==> config.mk <==
export PLATFORM = sky130hd
export DESIGN_NAME = b06_eql_counter
export DESIGN_NICKNAME = d
export VERILOG_FILES = /design/src/rtl/b06_pkg.sv /design/src/rtl/b06_sync_debounce.sv /design/src/rtl/b06_eql_counter.sv
export SDC_FILE = /design/constraint.sdc
export NUM_CORES = 1
export LEC_CHECK = 0
export CAP_MARGIN = 10
export CELL_PAD_IN_SITES_DETAIL_PLACEMENT = 0
export CELL_PAD_IN_SITES_GLOBAL_PLACEMENT = 2
export CORE_MARGIN = 10
export CORE_UTILIZATION = 30
export CTS_CLUSTER_SIZE = 8
export DETAILED_ROUTE_END_ITERATION = 10
export HOLD_SLACK_MARGIN = 0.08
export PLACE_DENSITY = 0.7
export SKIP_CTS_REPAIR_TIMING = 1
export SYNTH_ARGS = -nofsm -noshare
export SYNTH_HDL_FRONTEND = slang
export SYNTH_SLANG_ARGS = --single-unit
==> constraint.sdc <==
create_clock -name CLOCK -period 1.9 [get_ports CLOCK]
set_clock_uncertainty 0.15 [all_clocks]
set_input_delay 0.38 -clock CLOCK [delete_from_list [all_inputs] [get_ports CLOCK]]
set_output_delay 0.38 -clock CLOCK [all_outputs]
set_load 0.03 [all_outputs]
==> src/rtl/b06_pkg.sv <==
// Shared constants and counter state encoding for the b06 qualifier/count stage.
package b06_pkg;

   localparam int                CNT_W         = 4;
   localparam int                SYNC_STAGES   = 2;
   localparam int                DEB_CYC       = 3;
   localparam logic [CNT_W-1:0]  DEFAULT_LIMIT = 4'd5;

   // HIT is the only state with bit 1 set, so CONT_EQL can come from one flop.
   typedef enum logic [1:0] {
      IDLE = 2'b00,
      RUN  = 2'b01,
      HIT  = 2'b10
   } cnt_state_e;

endpackage

==> src/rtl/b06_sync_debounce.sv <==
// Synchroniser chain on the raw request followed by a mismatch-run debouncer.
module b06_sync_debounce #(
   parameter int SYNC_STAGES = b06_pkg::SYNC_STAGES,
   parameter int DEB_CYC     = b06_pkg::DEB_CYC
) (
   input  logic clk,
   input  logic rst,
   input  logic irq_in,
   output logic eql
);

   localparam int DW = (DEB_CYC < 2) ? 1 : $clog2(DEB_CYC);

   logic [SYNC_STAGES-1:0] sync_q, sync_d;
   logic [DW-1:0]          deb_cnt_q, deb_cnt_d;
   logic                   eql_q, eql_d;
   logic                   irq_s;

   assign irq_s = sync_q[SYNC_STAGES-1];
   assign eql   = eql_q;

   // Next values: shift the request in, count consecutive disagreeing cycles.
   always_comb begin
      sync_d    = {sync_q[SYNC_STAGES-2:0], irq_in};
      eql_d     = eql_q;
      deb_cnt_d = '0;
      if (irq_s != eql_q) begin
         if (deb_cnt_q == DW'(DEB_CYC - 1)) begin
            eql_d     = irq_s;
            deb_cnt_d = '0;
         end else begin
            deb_cnt_d = deb_cnt_q + DW'(1);
         end
      end
   end

   // State flops, cleared asynchronously.
   always_ff @(posedge clk or posedge rst) begin
      if (rst) begin
         sync_q    <= '0;
         deb_cnt_q <= '0;
         eql_q     <= 1'b0;
      end else begin
         sync_q    <= sync_d;
         deb_cnt_q <= deb_cnt_d;
         eql_q     <= eql_d;
      end
   end

endmodule

==> src/rtl/b06_eql_counter.sv <==
// Request qualifier plus enable-gated event counter feeding the b06 handler.
module b06_eql_counter #(
   parameter int               CNT_W         = b06_pkg::CNT_W,
   parameter int               SYNC_STAGES   = b06_pkg::SYNC_STAGES,
   parameter int               DEB_CYC       = b06_pkg::DEB_CYC,
   parameter logic [CNT_W-1:0] DEFAULT_LIMIT = b06_pkg::DEFAULT_LIMIT
) (
   input  logic             CLOCK,
   input  logic             RESET,
   input  logic             IRQ_IN,
   input  logic             ENABLE_COUNT,
   input  logic             ACKOUT,
   input  logic             LIMIT_LOAD,
   input  logic [CNT_W-1:0] LIMIT_IN,
   output logic             EQL,
   output logic             CONT_EQL,
   output logic [CNT_W-1:0] COUNT,
   output logic             LIMIT_ERR
);

   import b06_pkg::cnt_state_e;
   import b06_pkg::IDLE;
   import b06_pkg::RUN;
   import b06_pkg::HIT;

   cnt_state_e       state_q, state_d;
   logic [CNT_W-1:0] count_q, count_d;
   logic [CNT_W-1:0] limit_q, limit_d;
   logic             limit_err_q, limit_err_d;
   logic [CNT_W-1:0] count_inc;

   b06_sync_debounce #(
      .SYNC_STAGES (SYNC_STAGES),
      .DEB_CYC     (DEB_CYC)
   ) u_sync_debounce (
      .clk    (CLOCK),
      .rst    (RESET),
      .irq_in (IRQ_IN),
      .eql    (EQL)
   );

   // State register: FSM, count, limit and reject pulse, all async-cleared.
   always_ff @(posedge CLOCK or posedge RESET) begin
      if (RESET) begin
         state_q     <= IDLE;
         count_q     <= '0;
         limit_q     <= DEFAULT_LIMIT;
         limit_err_q <= 1'b0;
      end else begin
         state_q     <= state_d;
         count_q     <= count_d;
         limit_q     <= limit_d;
         limit_err_q <= limit_err_d;
      end
   end

   // Next-state logic: ACKOUT aborts, low enable pauses RUN but ends HIT.
   always_comb begin
      state_d     = state_q;
      count_d     = count_q;
      limit_d     = limit_q;
      limit_err_d = 1'b0;
      count_inc   = count_q + CNT_W'(1);
      case (state_q)
         IDLE: begin
            count_d = '0;
            if (ENABLE_COUNT && !ACKOUT) begin
               count_d = CNT_W'(1);
               // A limit of 0 is treated as 1: the first enabled cycle hits.
               state_d = (limit_q <= CNT_W'(1)) ? HIT : RUN;
            end
         end
         RUN: begin
            if (ACKOUT) begin
               state_d = IDLE;
               count_d = '0;
            end else if (ENABLE_COUNT) begin
               count_d = count_inc;
               if (count_inc == limit_q) begin
                  state_d = HIT;
               end
            end
         end
         HIT: begin
            if (ACKOUT || !ENABLE_COUNT) begin
               state_d = IDLE;
               count_d = '0;
            end
         end
         default: begin
            state_d = IDLE;
            count_d = '0;
         end
      endcase
      // The limit only changes while idle with no run about to start.
      if (LIMIT_LOAD) begin
         if ((state_q == IDLE) && !ENABLE_COUNT) begin
            limit_d = LIMIT_IN;
         end else begin
            limit_err_d = 1'b1;
         end
      end
   end

   // Outputs straight from flops; CONT_EQL is the HIT bit of the state.
   always_comb begin
      CONT_EQL  = state_q[1];
      COUNT     = count_q;
      LIMIT_ERR = limit_err_q;
   end

endmodule

==> impl_metrics.toml <==
[placed_design]
numPortBuffers = 16
place_hpwl_um = 1540
gp_congestion = 0.775
postPlaceCellArea_sq_um = 1060

[setup_path]
cp-end-kind = "output port"
rr_endpoint = "limit_q[3]$_DFFE_PP0P_"
reg2reg_depth = 4
start_kind = "flop"
crit_slowest_cell = "clkdlybuf4s50_1"
worstPathArrival_ns = 1.30
cp_max_fo = 2
critPathMaxStageDelay_ns = 0.67
required_ns = 1.37
regToRegSetupSlack_ns = 0.24
crit_family = "buffers and inverters"
path_cells = "clkdlybuf4s50_1"
critPathBufInv = 1
r2r_start = "state_q[1]$_DFFE_PP0P_"
worstSetupPathType = "flop to output port"

[timing]
rsz0062_at_grt = "no"
setup_viol = 0
fin_crit_ns = 1.83
worst_pin_slew_ns = 0.326
maxSlewHeadroom_pct = 78.2
fmax_mhz = 546
fin_crit_sh_pct = 96.4
hold_viol = 0
slew_violations = 0

[logic_synthesis]
syn_area_sq_um = 826
ys_ff_latch = 16
yosys-top-cells-count = "dfrtp_1 (14), mux2_2 (5), xnor2_1 (5)"
syn_inst = 71
synth_fp_nets = 82
synth_edf_count = 0
synth_seq_area_share_pct = 48.8
synth_ff_type = "dfrtp_1"
synth.avg_cell_area_sq_um = 11.6
synth.top_cell.area_share_pct = 42.4
synth_cell_types = 33
synth.most_common_cell = "dfrtp_1"
synth_area_leader_cell = "dfrtp_1"
yosys_warnings = 0
yosys-top-cells-area = "dfrtp_1 (42%), mux2_2 (6.8%), dfstp_2 (6.4%)"
async_flop_share_pct = 100

[final_layout]
stdcell_area_sq_um = 1110
fill_cells = 259
nets = 108
multiInputGateArea_sq_um = 395
regArea_sq_um = 403
drive_gt1_share_pct = 22.9
num_antenna_cells = 0
syn2layout_area_growth_pct = 34.2

[clock_network]
clock-sinks = 16
cts_buffer_depth = 2
numCtsBuffers = 3
clk_latency_ns = 0.28
cts_root_buf = "clkbuf_4"
cts-htree-levels = 1
cts_tree = "built"
path_clk_slew_ns = 0.10

[floorplan]
core-area_sq_um = 2540
fp-row-count = 18
die_w_um = 72.5
die_h_um = 72.5
die_area_sq_um = 5250
num_io_pins = 17
start_util_pct = 32.4

[worst_hold_path]
worstHoldPathCells = 0
holdPathEnd = "u_sync_debounce.sync_q[1]$_DFF_PP0_"
hold_start = "u_sync_debounce.sync_q[0]$_DFF_PP0_"
min_path_type = "flop to flop"

[drt]
vias_per_cell = 5.04
drt_pass1_iterations = 3
num_vias = 635
totalWireLength_um = 1890
ant_nets = 0
drt_iter0_drc = 32
wire_per_inst_um = 15.0
drc = 0

[global_route]
grt_max_degree = 13
globalRouteOverflowTotal = 0
antenna_found_initial = 0
grt_pass1_vias = 695
grt_pass1_wl_um = 3280
grtUsageTotal_pct = 7.93

[power]
finalPower_mw = 0.999
p_per_area_nw_per_um2 = 901
power_leakage_nw = 0.565
peakVddDrop_mv = 0.466

[flow_run]
cap_violations = 0

[run_status]
status = "completed"
==> state kept, by name, summed over array words and instances (netlist names) <==
name and flops:
COUNT 4, limit_q 4, state_q 2, u_sync_debounce.deb_cnt_q 2
u_sync_debounce.sync_q 2, LIMIT_ERR 1, u_sync_debounce.eql 1
==> placed cells by master, fill, tap and decap left out, drive strengths merged, types with 2 or more instances in the layout <==
master / n
dfrtp: 14
clkdlybuf4s50: 11
buf: 7
mux2: 5
xnor2: 5
dlymetal6s2s: 5
a21oi: 4
clkbuf: 4
nor3: 3
and2b: 3
nand3: 3
inv: 3
and3b: 3
nor3b: 2
o21ai: 2
xor2: 2
a31oi: 2
dfstp: 2
==> cell families after synthesis <==
kind of cell    Yosys count  synth area share, %
simple gates             22                 19.2
flops                    16                 48.8
compound gates           14                 11.7
xor+xnor                  7                 7.42
mux                       6                 8.03
buf+inv                   5                 3.33
fa+ha+maj                 1                 1.51
==> report_power, final <==
| group | total, mW | internal (mW) | switching [mW] |
|---|---|---|---|
| clock network | 0.222 | 0.117 | 0.106 |
| registers | 0.480 | 0.415 | 0.0642 |
| logic | 0.297 | 0.159 | 0.138 |
==> routing by layer <==
| layer | global-route usage, % | up-vias | wire [um] |
|---|---|---|---|
| li1 | - | 313 | - |
| met4 | 3.16 | 0 | 12 |
| met3 | 3.67 | 2 | 127 |
| met1 | 9.44 | 306 | 883 |
| met2 | 12.1 | 14 | 864 |
| met5 | 0 | - | 0 |
==> through the flow <==
stage | setup TNS [ns] | util (%) | worst slack (ns) | hold WS (ns) | std cells
after global placement | -0.0719 | 41.6 | -0.0369 | 0.186 | 122
final | 0 | 43.6 | 0.0679 | 0.206 | 126
after global routing | 0 | 43.6 | 0.000236 | 0.217 | 126
after CTS | -0.237 | 43.1 | -0.0896 | 0.211 | 126
after detailed placement | -0.178 | 41.6 | -0.0821 | 0.189 | 122
after floorplan | 0 | - | 0.204 | 0.142 | 71
==> worst max-delay path by stage <==
stage / from / slack [ns] / endpoint / cells after the start
2_1_floorplan: COUNT[0]$_DFFE_PP0P_ / 0.20 / state_q[1]$_DFFE_PP0P_ / 4
3_3_place_gp: ENABLE_COUNT / -0.04 / limit_q[3]$_DFFE_PP0P_ / 4
3_5_place_dp: ENABLE_COUNT / -0.08 / limit_q[3]$_DFFE_PP0P_ / 4
4_1_cts: COUNT[3]$_DFFE_PP0P_ / -0.09 / COUNT[3] / 1
5_1_grt: state_q[1]$_DFFE_PP0P_ / 0.0002 / CONT_EQL / 1
6_report: state_q[1]$_DFFE_PP0P_ / 0.07 / CONT_EQL / 1
==> area by class of cell <==
cell class | instances | area share, %
well taps | 30 | 3.39
flip-flops and latches | 16 | 36.3
inverters | 3 | 1.02
repair buffers | 23 | 20.3
clock buffers | 4 | 3.27
multi-input cells | 50 | 35.7
Power figures use the tool's default switching activity.
